$ cat src/rtl/rom_load_sequencer_if.sv
`default_nettype none
// ============================================================================
//  Module      : rom_load_sequencer_if
//  Description : Download stream (HPS ioctl side) and shared ROM write port
//                bundled for the ROM load sequencer.
//  Revision    : 1.0  initial release
// ============================================================================
interface rom_load_sequencer_if #(
    parameter int ADDR_W = 17
);
    // HPS download stream
    logic                dl_active;
    logic                dl_wr;
    logic [ADDR_W-1:0]   dl_addr;
    logic [7:0]          dl_data;
    logic                dl_wait;
    // Shared ROM write port
    logic                mem_ready;
    logic [3:0]          mem_we;
    logic [ADDR_W-1:0]   mem_addr;
    logic [7:0]          mem_data;

    // Side that produces the download and owns the ROM port readiness
    modport master (
        output dl_active, dl_wr, dl_addr, dl_data, mem_ready,
        input  dl_wait, mem_we, mem_addr, mem_data
    );

    // The sequencer itself
    modport slave (
        input  dl_active, dl_wr, dl_addr, dl_data, mem_ready,
        output dl_wait, mem_we, mem_addr, mem_data
    );
endinterface
`default_nettype wire

$ cat src/rtl/rom_load_sequencer.sv
`default_nettype none
// ============================================================================
//  Module      : rom_load_sequencer
//  Description : Routes the HPS ROM download through a 2-entry FIFO into the
//                shared ROM write port (one-hot region enable + offset) and
//                owns the core reset around the download.
//  Revision    : 1.0  initial release
// ============================================================================
module rom_load_sequencer #(
    parameter int ADDR_W    = 17,
    parameter int R1_BASE   = 'h06000,
    parameter int R2_BASE   = 'h07000,
    parameter int R3_BASE   = 'h08000,
    parameter int TOTAL_LEN = 'h08040,
    parameter int HOLD_CYC  = 64
) (
    input  logic                 clk_sys,
    input  logic                 reset_n,
    rom_load_sequencer_if.slave  dl_bus,
    output logic                 core_reset,
    output logic                 dl_done,
    output logic [2:0]           dl_error,
    output logic [ADDR_W:0]      byte_count
);

    localparam logic [2:0] c_IDLE  = 3'd0;
    localparam logic [2:0] c_LOAD  = 3'd1;
    localparam logic [2:0] c_DRAIN = 3'd2;
    localparam logic [2:0] c_HOLD  = 3'd3;
    localparam logic [2:0] c_RUN   = 3'd4;

    localparam logic [ADDR_W-1:0] c_R1_BASE   = ADDR_W'(R1_BASE);
    localparam logic [ADDR_W-1:0] c_R2_BASE   = ADDR_W'(R2_BASE);
    localparam logic [ADDR_W-1:0] c_R3_BASE   = ADDR_W'(R3_BASE);
    localparam logic [ADDR_W:0]   c_TOTAL_LEN = (ADDR_W+1)'(TOTAL_LEN);
    localparam int                c_HOLD_W    = $clog2(HOLD_CYC + 1);
    localparam logic [c_HOLD_W-1:0] c_HOLD_LAST = c_HOLD_W'(HOLD_CYC - 1);
    localparam logic [c_HOLD_W-1:0] c_HOLD_MAX  = c_HOLD_W'(HOLD_CYC);

    logic [2:0]          r_state;
    logic [2:0]          w_state_next;
    logic                r_act_d;
    logic [1:0]          r_cnt;
    logic                r_wr_ptr;
    logic                r_rd_ptr;
    logic [1:0]          r_fifo_rgn [0:1];
    logic [ADDR_W-1:0]   r_fifo_off [0:1];
    logic [7:0]          r_fifo_dat [0:1];
    logic [ADDR_W-1:0]   r_max_addr;
    logic [c_HOLD_W-1:0] r_hold_cnt;
    logic [3:0]          r_mem_we;
    logic [ADDR_W-1:0]   r_mem_addr;
    logic [7:0]          r_mem_data;
    logic                r_dl_wait;
    logic                r_core_reset;
    logic                r_dl_done;
    logic [2:0]          r_dl_error;
    logic [ADDR_W:0]     r_byte_count;

    logic                w_rise;
    logic                w_load_start;
    logic                w_wr;
    logic                w_oor;
    logic                w_ovr;
    logic                w_push;
    logic                w_pop;
    logic                w_store;
    logic                w_take;
    logic [1:0]          w_cnt_next;
    logic [1:0]          w_rgn;
    logic [ADDR_W-1:0]   w_off;
    logic [1:0]          w_head_rgn;
    logic [ADDR_W-1:0]   w_head_off;
    logic [7:0]          w_head_dat;
    logic                w_drain_empty;
    logic                w_len_ok;
    logic                w_short_fail;
    logic                w_hold_done;
    logic                w_enter_run;
    logic [ADDR_W-1:0]   w_max_base;

    // A write counts on any cycle dl_active is high and on the cycle it falls
    assign w_rise       = dl_bus.dl_active & ~r_act_d;
    assign w_load_start = w_rise & ((r_state == c_IDLE) | (r_state == c_RUN) | (r_state == c_HOLD));
    assign w_wr         = dl_bus.dl_wr & (dl_bus.dl_active | r_act_d);
    assign w_oor        = w_wr & ({1'b0, dl_bus.dl_addr} >= c_TOTAL_LEN);
    assign w_ovr        = w_wr & ~w_oor & (r_cnt == 2'd2);
    assign w_push       = w_wr & ~w_oor & (r_cnt != 2'd2);

    // An empty FIFO forwards the incoming byte straight to the ROM port
    assign w_pop        = dl_bus.mem_ready & ((r_cnt != 2'd0) | w_push);
    assign w_take       = w_pop & (r_cnt != 2'd0);
    assign w_store      = w_push & ~(w_pop & (r_cnt == 2'd0));
    assign w_cnt_next   = r_cnt + {1'b0, w_push} - {1'b0, w_pop};

    assign w_drain_empty = (r_state == c_DRAIN) & (r_cnt == 2'd0) & ~w_push;
    assign w_len_ok      = (({1'b0, r_max_addr} + (ADDR_W+1)'(1)) == c_TOTAL_LEN);
    assign w_short_fail  = w_drain_empty & ~w_len_ok;
    // Hold time is measured from the last ROM write, so the core sees a
    // fixed quiet period regardless of how late dl_active dropped
    assign w_hold_done   = (r_hold_cnt >= c_HOLD_LAST);
    assign w_enter_run   = (r_state == c_HOLD) & ~w_rise & w_hold_done;
    assign w_max_base    = w_load_start ? '0 : r_max_addr;

    // Region decode of the incoming address into region index and offset
    always_comb begin
        w_rgn = 2'd3;
        w_off = dl_bus.dl_addr - c_R3_BASE;
        if (dl_bus.dl_addr < c_R1_BASE) begin
            w_rgn = 2'd0;
            w_off = dl_bus.dl_addr;
        end else if (dl_bus.dl_addr < c_R2_BASE) begin
            w_rgn = 2'd1;
            w_off = dl_bus.dl_addr - c_R1_BASE;
        end else if (dl_bus.dl_addr < c_R3_BASE) begin
            w_rgn = 2'd2;
            w_off = dl_bus.dl_addr - c_R2_BASE;
        end
    end

    // Oldest entry, or the incoming byte when the FIFO is empty
    always_comb begin
        w_head_rgn = w_rgn;
        w_head_off = w_off;
        w_head_dat = dl_bus.dl_data;
        if (r_cnt != 2'd0) begin
            w_head_rgn = r_fifo_rgn[r_rd_ptr];
            w_head_off = r_fifo_off[r_rd_ptr];
            w_head_dat = r_fifo_dat[r_rd_ptr];
        end
    end

    // Next-state logic for the download sequencing FSM
    always_comb begin
        w_state_next = r_state;
        case (r_state)
            c_IDLE, c_RUN: begin
                if (w_rise) w_state_next = c_LOAD;
            end
            c_HOLD: begin
                if (w_rise)           w_state_next = c_LOAD;
                else if (w_hold_done) w_state_next = c_RUN;
            end
            c_LOAD: begin
                if (!dl_bus.dl_active) w_state_next = c_DRAIN;
            end
            c_DRAIN: begin
                if (w_drain_empty) begin
                    w_state_next = (w_len_ok && (r_dl_error == 3'b000)) ? c_HOLD : c_IDLE;
                end
            end
            default: w_state_next = c_IDLE;
        endcase
    end

    // FIFO storage; contents are only meaningful below the count
    always_ff @(posedge clk_sys) begin
        if (w_store) begin
            r_fifo_rgn[r_wr_ptr] <= w_rgn;
            r_fifo_off[r_wr_ptr] <= w_off;
            r_fifo_dat[r_wr_ptr] <= dl_bus.dl_data;
        end
    end

    // FSM, FIFO control, ROM port outputs and status registers
    always_ff @(posedge clk_sys or negedge reset_n) begin
        if (!reset_n) begin
            r_state      <= c_IDLE;
            r_act_d      <= 1'b0;
            r_cnt        <= 2'd0;
            r_wr_ptr     <= 1'b0;
            r_rd_ptr     <= 1'b0;
            r_max_addr   <= '0;
            r_hold_cnt   <= '0;
            r_mem_we     <= 4'd0;
            r_mem_addr   <= '0;
            r_mem_data   <= 8'd0;
            r_dl_wait    <= 1'b0;
            r_core_reset <= 1'b1;
            r_dl_done    <= 1'b0;
            r_dl_error   <= 3'b000;
            r_byte_count <= '0;
        end else begin
            r_state   <= w_state_next;
            r_act_d   <= dl_bus.dl_active;
            r_cnt     <= w_cnt_next;
            r_dl_wait <= (w_cnt_next == 2'd2);
            if (w_store) r_wr_ptr <= ~r_wr_ptr;
            if (w_take)  r_rd_ptr <= ~r_rd_ptr;

            r_mem_we <= w_pop ? (4'b0001 << w_head_rgn) : 4'd0;
            if (w_pop) begin
                r_mem_addr <= w_head_off;
                r_mem_data <= w_head_dat;
            end

            if (w_pop || w_load_start)    r_hold_cnt <= '0;
            else if (r_hold_cnt != c_HOLD_MAX) r_hold_cnt <= r_hold_cnt + 1'b1;

            r_max_addr   <= (w_push && (dl_bus.dl_addr > w_max_base)) ? dl_bus.dl_addr : w_max_base;
            r_byte_count <= (w_load_start ? '0 : r_byte_count) + {{ADDR_W{1'b0}}, w_push};
            r_dl_error   <= (w_load_start ? 3'b000 : r_dl_error) | {w_short_fail, w_oor, w_ovr};

            r_dl_done <= w_enter_run;
            if (w_load_start)     r_core_reset <= 1'b1;
            else if (w_enter_run) r_core_reset <= 1'b0;
        end
    end

    assign dl_bus.dl_wait  = r_dl_wait;
    assign dl_bus.mem_we   = r_mem_we;
    assign dl_bus.mem_addr = r_mem_addr;
    assign dl_bus.mem_data = r_mem_data;
    assign core_reset      = r_core_reset;
    assign dl_done         = r_dl_done;
    assign dl_error        = r_dl_error;
    assign byte_count      = r_byte_count;

endmodule
`default_nettype wire

$ cat src/flat_wrapper.sv
// flat-port wrapper written by rule: the top's interface ports become plain ports
module rom_load_sequencer_flat 
#(
    parameter int ADDR_W    = 17,
    parameter int R1_BASE   = 'h06000,
    parameter int R2_BASE   = 'h07000,
    parameter int R3_BASE   = 'h08000,
    parameter int TOTAL_LEN = 'h08040,
    parameter int HOLD_CYC  = 64
)
  (clk_sys, reset_n, core_reset, dl_done, dl_error, byte_count, dl_bus_dl_active, dl_bus_dl_wr, dl_bus_dl_addr, dl_bus_dl_data, dl_bus_mem_ready, dl_bus_dl_wait, dl_bus_mem_we, dl_bus_mem_addr, dl_bus_mem_data);
  rom_load_sequencer_if #(.ADDR_W(ADDR_W)) dl_bus_i ();
  input  logic clk_sys;
  input  logic reset_n;
  output logic core_reset;
  output logic dl_done;
  output logic [2:0] dl_error;
  output logic [ADDR_W:0] byte_count;
  input wire logic [$bits(dl_bus_i.dl_active)-1:0] dl_bus_dl_active;
  input wire logic [$bits(dl_bus_i.dl_wr)-1:0] dl_bus_dl_wr;
  input wire logic [$bits(dl_bus_i.dl_addr)-1:0] dl_bus_dl_addr;
  input wire logic [$bits(dl_bus_i.dl_data)-1:0] dl_bus_dl_data;
  input wire logic [$bits(dl_bus_i.mem_ready)-1:0] dl_bus_mem_ready;
  output wire logic [$bits(dl_bus_i.dl_wait)-1:0] dl_bus_dl_wait;
  output wire logic [$bits(dl_bus_i.mem_we)-1:0] dl_bus_mem_we;
  output wire logic [$bits(dl_bus_i.mem_addr)-1:0] dl_bus_mem_addr;
  output wire logic [$bits(dl_bus_i.mem_data)-1:0] dl_bus_mem_data;
  assign dl_bus_i.dl_active = dl_bus_dl_active;
  assign dl_bus_i.dl_wr = dl_bus_dl_wr;
  assign dl_bus_i.dl_addr = dl_bus_dl_addr;
  assign dl_bus_i.dl_data = dl_bus_dl_data;
  assign dl_bus_i.mem_ready = dl_bus_mem_ready;
  assign dl_bus_dl_wait = dl_bus_i.dl_wait;
  assign dl_bus_mem_we = dl_bus_i.mem_we;
  assign dl_bus_mem_addr = dl_bus_i.mem_addr;
  assign dl_bus_mem_data = dl_bus_i.mem_data;
  rom_load_sequencer #(.ADDR_W(ADDR_W), .R1_BASE(R1_BASE), .R2_BASE(R2_BASE), .R3_BASE(R3_BASE), .TOTAL_LEN(TOTAL_LEN), .HOLD_CYC(HOLD_CYC)) u_core (.clk_sys(clk_sys), .reset_n(reset_n), .dl_bus(dl_bus_i), .core_reset(core_reset), .dl_done(dl_done), .dl_error(dl_error), .byte_count(byte_count));
endmodule
$ cat config.mk
export PLATFORM = sky130hd
export DESIGN_NAME = rom_load_sequencer_flat
export DESIGN_NICKNAME = d
export VERILOG_FILES = /design/src/rtl/rom_load_sequencer_if.sv /design/src/rtl/rom_load_sequencer.sv /design/src/flat_wrapper.sv
export SDC_FILE = /design/constraint.sdc
export NUM_CORES = 1
export LEC_CHECK = 0
export CORE_UTILIZATION = 50
export DETAILED_ROUTE_END_ITERATION = 6
export DONT_BUFFER_PORTS = 1
export GPL_ROUTABILITY_DRIVEN = 0
export PLACE_DENSITY = 0.69
export SLEW_MARGIN = 15
export SYNTH_ARGS = -nofsm -noshare
export SYNTH_HDL_FRONTEND = slang
export SYNTH_SLANG_ARGS = --single-unit
$ cat constraint.sdc
create_clock -name clk_sys -period 10.3 [get_ports clk_sys]
set_clock_uncertainty 0.2 [all_clocks]
set_input_delay 2.06 -clock clk_sys [delete_from_list [all_inputs] [get_ports clk_sys]]
set_output_delay 2.06 -clock clk_sys [all_outputs]
set_load 0.02 [all_outputs]
==> out/qor.txt, run 1 <==
crit path launch type = primary input
Most common cell on crit path = ha_1
cts repair resizes = 0
Synth Net Count = 627
Critical Path RT = 10.44 ns
pin count of the biggest net entering global routing = 86
Die Area = 13800 sq um
outcome = finished, final reports clean
WP data arrival = 5.24 ns
global route overflow = 0
setup violators final = 0
global-route wire length before repair = 23200 um
detailed-route via count = 4376
pwr/cell area = 256 nW/um^2
Max Clk Rate = 0.196 GHz
Final Max Slew Viols = 0
Crit Path Class = in -> reg
Max stage delay on crit path = 0.43 ns
final wirelength = 14300 um
EDFF count, synth = 54
Post-Synthesis Cells = 567
Synth Area per Inst = 11.8 sq um
Final #Nets = 631
vias in the first global route = 4322
Register-to-Register Setup Slack = 6.22 ns
# hold bufs at CTS = 0
Pre-Repair DR Iteration Count = 4
GRT Util Overall = 21.8%
Clock Tree Buf Depth = 2
Routed WL per cell = 18.9 um
Hold Startpoint = u_core.r_wr_ptr
H-tree lvl count = 4
top_reg_cell synth = dfrtp_1
hold depth = 1
ys async rst share = 61.2%
RR Startpoint = u_core.r_state[0]
Worst Max-Slew Pin Slew = 1.06 ns
DIE WIDTH = 118 um
Rows = 41
Synth top area share = 31.5%
Post-Syn Area = 6670 sq um
Routed Antenna Nets = 0
layout cells sized above 1 = 13.0%
TritonCTS buffer count = 17
critical-path maximum fanout = 6
Yosys reg bits = 139
setup bufs post-CTS = 0
CTS tree = done
final critical-path share of the clock period = 49.5%
Root Buffer = clkbuf_16
Multi-input gate area = 2710 sq um
core area = 12800 sq um
Power Total = 1.89 mW
HP Class = reg -> reg
top-count cell post-synth = dfrtp_1
Seq/Total Area, Yosys = 56.2%
num ports = 83
yosys warns = 0
Inserted Diodes = 0
PortBufs = 0
DRC = 0
Vias per Instance = 5.79
initial cell density of the core = 52.0%
CTS clk-pin slew, worst paths = 0.06 ns
peak supply drop = 201 uV
min Tclk post-route = 5.10 ns
cell leakage power = 3.14 nW
RR Endpoint = u_core.r_max_addr[0]
final setup TNS = 0 ns
Final Hold Vio Count = 0
RSZ-0062 raised after global routing = no
CTS Sinks = 139
Layout area overhead = 10.8%
sequential cell area = 3750 sq um
crit end category = flop
initial antenna violation count = 0
area leader, netlist = dfrtp_1
Iter 0 DRT Violations = 249
die height = 118 um
count of cell types in the netlist = 58
Synth area leaders = dfrtp_1 32%, edfxtp_1 24%, mux2i_1 6.3%, ha_1 5.6%, o221a_2 3.9%
Max Cap Viol = 0
Commonest cells post-synth = 84 x dfrtp_1, 66 x nand2_1, 54 x edfxtp_1
r2r worst-path depth = 10
CP max-delay cell = or3_1
CP bufs+invs = 1
Critical Path, Cell by Cell = inv_1, ha_1, nor4b_1, a211oi_1, a211oi_2, nand2_1, a21oi_1, ha_1, ha_1, nand2_1, nor2_1, nand4_1, or3_1, a21oi_1
CP delay by family, top = simple AND/OR/NAND/NOR gates
fillers = 1060
max-slew headroom at the worst pin = 28.8%
Worst Hold End = u_core.r_wr_ptr
Worst-Skew Late Latency = 0.42 ns
hpwl dp = 9690 um
## cell families (layout without fill, tap and decap cells)
| kind of cell | after synthesis | in the layout | share of synthesized area [%] |
|---|---|---|---|
| xor+xnor | 25 | 25 | 3.28 |
| flops | 139 | 139 | 56.2 |
| fa+ha+maj | 30 | 30 | 5.63 |
| mux | 45 | 45 | 6.81 |
| buf+inv | 55 | 72 | 3.45 |
| compound gates | 91 | 91 | 10.7 |
| simple gates | 182 | 182 | 13.9 |
## state kept, by name (all words and copies together), names as in the netlist, 2 cells and up
name,count
u_core.dl_bus.mem_addr,17
u_core.byte_count,18
u_core.r_max_addr,17
u_core.dl_bus.mem_we,4
u_core.r_state,3
u_core.r_fifo_off,34
u_core.dl_bus.mem_data,8
u_core.r_fifo_rgn,4
u_core.r_hold_cnt,7
u_core.dl_error,3
u_core.r_cnt,2
u_core.r_fifo_dat,16
## per-layer routing
| metal | track usage, % | routed length (um) |
|---|---|---|
| met5 | 0 | 0 |
| met3 | 7.61 | 789 |
| met4 | 6.81 | 168 |
| met1 | 27.8 | 6410 |
| met2 | 34.9 | 6890 |
## worst max path at each step
stage | slack, ns | startpoint | endpoint | cells past startpoint
floorplan | 5.13 | dl_bus_dl_addr[12] | u_core.r_fifo_dat[0][0] | 9
global placement | 4.96 | dl_bus_dl_addr[14] | u_core.byte_count[12] | 14
detailed placement | 4.77 | dl_bus_dl_addr[14] | u_core.byte_count[16] | 14
CTS | 5.22 | dl_bus_dl_addr[14] | u_core.byte_count[16] | 14
global route | 4.93 | dl_bus_dl_addr[14] | u_core.byte_count[14] | 15
finish | 5.20 | dl_bus_dl_addr[14] | u_core.byte_count[16] | 14
## through the flow
step	utilization (%)	worst slack, ns	hold slack (ns)	instance area [sq um]	cells
finish	57.6	5.20	0.319	7390	756
global route	57.6	4.93	0.332	7390	756
CTS	57.6	5.22	0.323	7390	756
detailed placement	53.4	4.77	0.312	6840	724
global placement	53.4	4.96	0.300	6840	724
floorplan	-	5.13	0.268	6670	567
## power breakdown
part | internal [mW] | total, mW | switching [mW]
logic | 0.204 | 0.424 | 0.219
clock network | 0.339 | 0.569 | 0.230
registers | 0.699 | 0.901 | 0.202
## area by class of cell
class                   instances  share of cell area [%]
inverters                      34                    1.73
flip-flops and latches        139                    50.7
clock inverters                10                    1.29
repair buffers                  6                   0.609
well taps                     172                    2.91
multi-input cells             373                    36.6
clock buffers                  22                    6.14
## cell usage in the layout (no fill, tap or decap), types with 3 or more instances in the layout
cell type  count
ha_1          30
clkinv_2       3
nor3_1        14
a211oi_1       5
and2_1         3
o21a_1         3
o221a_2       23
clkbuf_1       4
nand2_1       66
and3_1         8
edfxtp_1      54
nor4_1         3
mux2_2         3
buf_4          6
or3_1          6
nand4_1       15
a2bb2oi_1      3
inv_1         34
o21ai_0       20
nor2b_1        8
dfrtp_1       84
nand3_1       11
xor2_1        13
xnor2_1       12
clkinv_4       3
a21oi_1       15
mux2i_1       42
nor2_1        29
clkbuf_16     17
a21o_1         4
No activity file was read; power rests on OpenSTA's default activity.
==> run 2: changes to the inputs <==
clock period = 5 ns   (was 10.3 ns; I/O delays follow)
==> out/qor.txt, run 2 (synthesis gave the netlist of run 1 again) <==
Layout area overhead = 11.8%
cell leakage power = 3.17 nW
core area = 12800 sq um
met3 wire len = 841 um
Root Buffer = clkbuf_16
WL met2 = 6850 um
CTS Sinks = 139
Iter 0 DRT Violations = 234
hpwl dp = 9710 um
Worst Max-Slew Pin Slew = 1.07 ns
DRC = 0
DR top layer = met4
H-tree lvl count = 4
TritonCTS buffer count = 17
initial cell density of the core = 52.0%
Max stage delay on crit path = 0.43 ns
CP max-delay cell = or3_1
detailed-route via count = 4396
HP Class = in -> async
Final Hold Vio Count = 0
setup bufs post-CTS = 0
critical-path maximum fanout = 6
initial antenna violation count = 0
die height = 118 um
final critical-path share of the clock period = 81.3%
Crit Path Class = in -> reg
GRT Util Overall = 22.3%
pin count of the biggest net entering global routing = 86
CTS tree = done
Final #Nets = 633
worst setup margin = 0.937 ns
layout cells sized above 1 = 13.5%
num ports = 83
Rows = 41
outcome = finished, final reports clean
Die Area = 13800 sq um
Final Max Slew Viols = 0
Clock Tree Buf Depth = 2
Largest Register = u_core.r_fifo_off
cts repair resizes = 0
Power Total = 4.00 mW
CTS clk-pin slew, worst paths = 0.06 ns
DIE WIDTH = 118 um
Routed WL per cell = 19.0 um
crit end category = flop
Most common cell on crit path = ha_1
max-slew headroom at the worst pin = 28.3%
commonest non-fill, non-tap cells in the layout = 84 x dfrtp_1, 66 x nand2_1, 54 x edfxtp_1
worst slack, placed = 0.569 ns
pwr/cell area = 536 nW/um^2
vias in the first global route = 4493
RSZ-0062 raised after global routing = no
Metal-1 WL = 6430 um
Max Clk Rate = 0.246 GHz
Vias per Instance = 5.80
peak supply drop = 304 uV
Max Cap Viol = 0
setup violators final = 0
global-route wire length before repair = 23500 um
crit path launch type = primary input
final wirelength = 14400 um
Inserted Diodes = 0
Routed Antenna Nets = 0
PortBufs = 0
WP data arrival = 4.21 ns
Critical Path, Cell by Cell = inv_1, ha_1, nor4b_1, a211oi_1, a211oi_2, nand2_1, a21oi_1, ha_1, ha_1, nand2_1, nor2_1, nand4_1, or3_1, a21oi_1
most common library cell in the layout ignoring fill and taps = dfrtp_1
Critical Path RT = 5.15 ns
Pre-Repair DR Iteration Count = 4
# hold bufs at CTS = 0
final setup TNS = 0 ns
Worst-Skew Late Latency = 0.42 ns
min Tclk post-route = 4.06 ns
CP delay by family, top = simple AND/OR/NAND/NOR gates
CP bufs+invs = 1
global route overflow = 0
Largest register FFs = 34
## run 2: cell types whose count changed in the layout (fill, tap and decap cells not counted), sizes merged
cell      delta
clkbuf       -3
bufinv       +2
inv          +3
clkinvlp     +1
buf          +2
clkinv       -3
## run 2: layout make-up
class / count / area (sq um)
clock buffers: 19 / 433
clock inverters: 13 / 165
fillers: 1049 / 5370
inverters: 34 / 128
multi-input cells: 373 / 2710
flip-flops and latches: 139 / 3750
well taps: 172 / 215
repair buffers: 8 / 60.1
## run 2: layer usage
metal	track usage [%]	up-vias
met4	10.6	0
li1	-	2085
met3	6.30	21
met2	34.4	109
met5	0	-
met1	29.1	2181
## run 2: path summary, 6_finish.rpt
| kind | from | to | slack, ns | depth (start not counted) |
|---|---|---|---|---|
| max | dl_bus_dl_addr[14] | u_core.byte_count[12] | 0.94 | 14 |
| min | reset_n | u_core.byte_count[14] | 0.08 | 0 |
| max reg2reg | u_core.r_state[0] | u_core.r_max_addr[0] | 1.17 | 10 |
| min reg2reg | u_core.r_wr_ptr | u_core.r_wr_ptr | 0.32 | 1 |
| max in group asynchronous | reset_n | u_core.core_reset | 4.34 | 0 |
| min in group clk_sys | u_core.r_wr_ptr | u_core.r_wr_ptr | 0.32 | 1 |
## run 2: power breakdown
part | internal [mW] | leakage, nW | switching (mW)
Sequential | 1.44 | 1.56 | 0.402
Combinational | 0.423 | 1.33 | 0.456
Clock | 0.788 | 0.282 | 0.489
Total | 2.65 | 3.17 | 1.35
## run 2: worst register-to-register path: cells and delay by family (launching register included)
kind | cells | cell delay [ns]
adder cells (fa/ha/maj) | 1 | 0.32
AO/OA/AOI/OAI | 2 | 0.49
flip-flops | 1 | 0.48
AND/OR/NAND/NOR | 5 | 1.56
buffers and inverters | 1 | 0.28
multiplexers | 1 | 0.41
## run 2: through the flow
stage               std cells  cell area [sq um]  utilization (%)  hold slack [ns]
floorplan                 567               6670                -            0.268
global placement          726               6860             53.5            0.300
detailed placement        726               6860             53.5            0.309
CTS                       758               7460             58.1           0.0612
global route              758               7460             58.1           0.0514
finish                    758               7460             58.1           0.0775
==> run 3: changes to the inputs <==
clock period = 3.9 ns   (was 5 ns; I/O delays follow)
==> out/qor.txt, run 3 (synthesis gave the netlist of run 1 again) <==
final critical-path share of the clock period = 90.7%
r2r worst-path depth = 10
Register-to-Register Setup Slack = 0.36 ns
Die Area = 13800 sq um
pwr/cell area = 664 nW/um^2
Layout area overhead = 12.1%
WP data arrival = 3.63 ns
Sw Ratio = 34.6%
RR Startpoint = u_core.r_state[0]
core area = 12800 sq um
CTS clk-pin slew, worst paths = 0.06 ns
critical-path maximum fanout = 13
crit path to = u_core.r_max_addr[0]
most common library cell in the layout ignoring fill and taps = dfrtp_1
HP Class = in -> async
RSZ-0062 raised after global routing = no
Root Buffer = clkbuf_16
outcome = finished, final reports clean
Routed Antenna Nets = 0
critical path startpoint = u_core.r_state[0]
CTS tree = done
TritonCTS buffer count = 17
num ports = 83
Worst-Skew Late Latency = 0.41 ns
CTS Sinks = 139
Cell Int Power = 3.25 mW
final wirelength = 14300 um
cell leakage power = 3.18 nW
DIE WIDTH = 118 um
Vias per Instance = 5.78
dpl cells = 731
final core occ = 58.3%
H-tree lvl count = 4
Max Clk Rate = 0.283 GHz
placed inst area = 6910 sq um
pin count of the biggest net entering global routing = 85
RR Endpoint = u_core.r_max_addr[0]
hold_ws = 0.0370 ns
final setup TNS = 0 ns
initial antenna violation count = 0
layout cells sized above 1 = 14.2%
Max Cap Viol = 0
detailed-route via count = 4424
Critical Path RT = 4.00 ns
Largest Register = u_core.r_fifo_off
hpwl dp = 9740 um
finished layout cell area = 7480 sq um
vias in the first global route = 4461
Finished Layout Cells = 765
global route overflow = 0
Logic pwr share = 23.2%
peak supply drop = 332 uV
setup violators final = 0
DRC = 0
crit end category = flop
Inserted Diodes = 0
Final Hold Vio Count = 0
crit path launch type = flop
GRT Util Overall = 22.1%
fillers = 1053
Rows = 41
Crit Path Class = reg -> reg
Clock Tree Buf Depth = 2
Routed WL per cell = 18.7 um
max-slew headroom at the worst pin = 25.3%
clock power share = 29.0%
Worst Max-Slew Pin Slew = 1.12 ns
Final Max Slew Viols = 0
Final #Nets = 640
min Tclk post-route = 3.54 ns
P_sw = 1.72 mW
commonest non-fill, non-tap cells in the layout = 84 x dfrtp_1, 66 x nand2_1, 54 x edfxtp_1
Pre-Repair DR Iteration Count = 4
initial cell density of the core = 52.0%
PortBufs = 0
Flop pwr share = 47.8%
Largest register FFs = 34
die height = 118 um
Iter 0 DRT Violations = 271
global-route wire length before repair = 23500 um
run 3: changes by cell type in the layout (fill, tap and decap cells not counted):
cell,delta
buf_4,+4
bufinv_16,-3
clkbuf_1,+2
clkbuf_8,+2
inv_6,-2
buf_12,+1
buf_16,+1
clkinv_1,-1
clkinv_2,+1
clkinvlp_4,+1
dlygate4sd3_1,+1
run 3: stage by stage:
stage / power, mW / setup WS [ns]
floorplan: 3.23 / 0.0141
global placement: 3.48 / 0.277
detailed placement: 3.53 / 0.148
CTS: 5.01 / 0.353
global route: 5.25 / 0.171
finish: 4.97 / 0.362
run 3: metal layers:
layer	vias up	part of all wire, %	track usage [%]
met4	0	1.3	9.13
met5	-	0	0
met1	2213	45	29.2
met3	12	6.0	6.69
li1	2098	-	-
met2	101	47	34.1
run 3: power by group through the flow:
stage | logic, mW | registers [mW] | clock network (mW)
3_5_place_dp | 1.14 | 2.40 | 0
6_report | 1.15 | 2.38 | 1.44
5_1_grt | 1.30 | 2.42 | 1.54
3_3_place_gp | 1.09 | 2.39 | 0
4_1_cts | 1.16 | 2.37 | 1.48
2_1_floorplan | 0.967 | 2.26 | 0
run 3: cell type report:
type | count | area, sq um | share of cell area [%]
clock inverter | 9 | 66.3 | 0.886
inverter | 34 | 128 | 1.71
sequential | 139 | 3750 | 50.1
timing repair buffer | 15 | 148 | 1.97
multi-input combinational | 373 | 2710 | 36.2
tap | 172 | 215 | 2.88
clock buffer | 23 | 468 | 6.26
run 3: worst min-delay path by stage:
stage | to | slack (ns) | cells after the start
2_1_floorplan | u_core.r_wr_ptr | 0.27 | 1
3_3_place_gp | u_core.dl_done | 0.29 | 0
3_5_place_dp | u_core.byte_count[17] | 0.29 | 0
4_1_cts | u_core.r_state[1] | 0.09 | 1
5_1_grt | u_core.dl_bus.mem_data[6] | 0.09 | 1
6_report | u_core.dl_done | 0.04 | 1
run 3: critical path, stage by stage (launching register included):
cell     delay [ns]
dfrtp_1        0.48
and3b_1        0.24
o21ai_1        0.16
buf_4          0.23
nand2_1        0.10
ha_1           0.31
nand4_1        0.15
or4_1          0.56
or3_1          0.41
nand4_4        0.23
mux2_2         0.36
run 3: what timing repair did:
item | 4_1_cts | 5_1_grt
hold buffers | 2 | 0
resized for setup | 0 | 0
buffers inserted | 0 | 0
endpoints found under the hold margin | 84 | 0
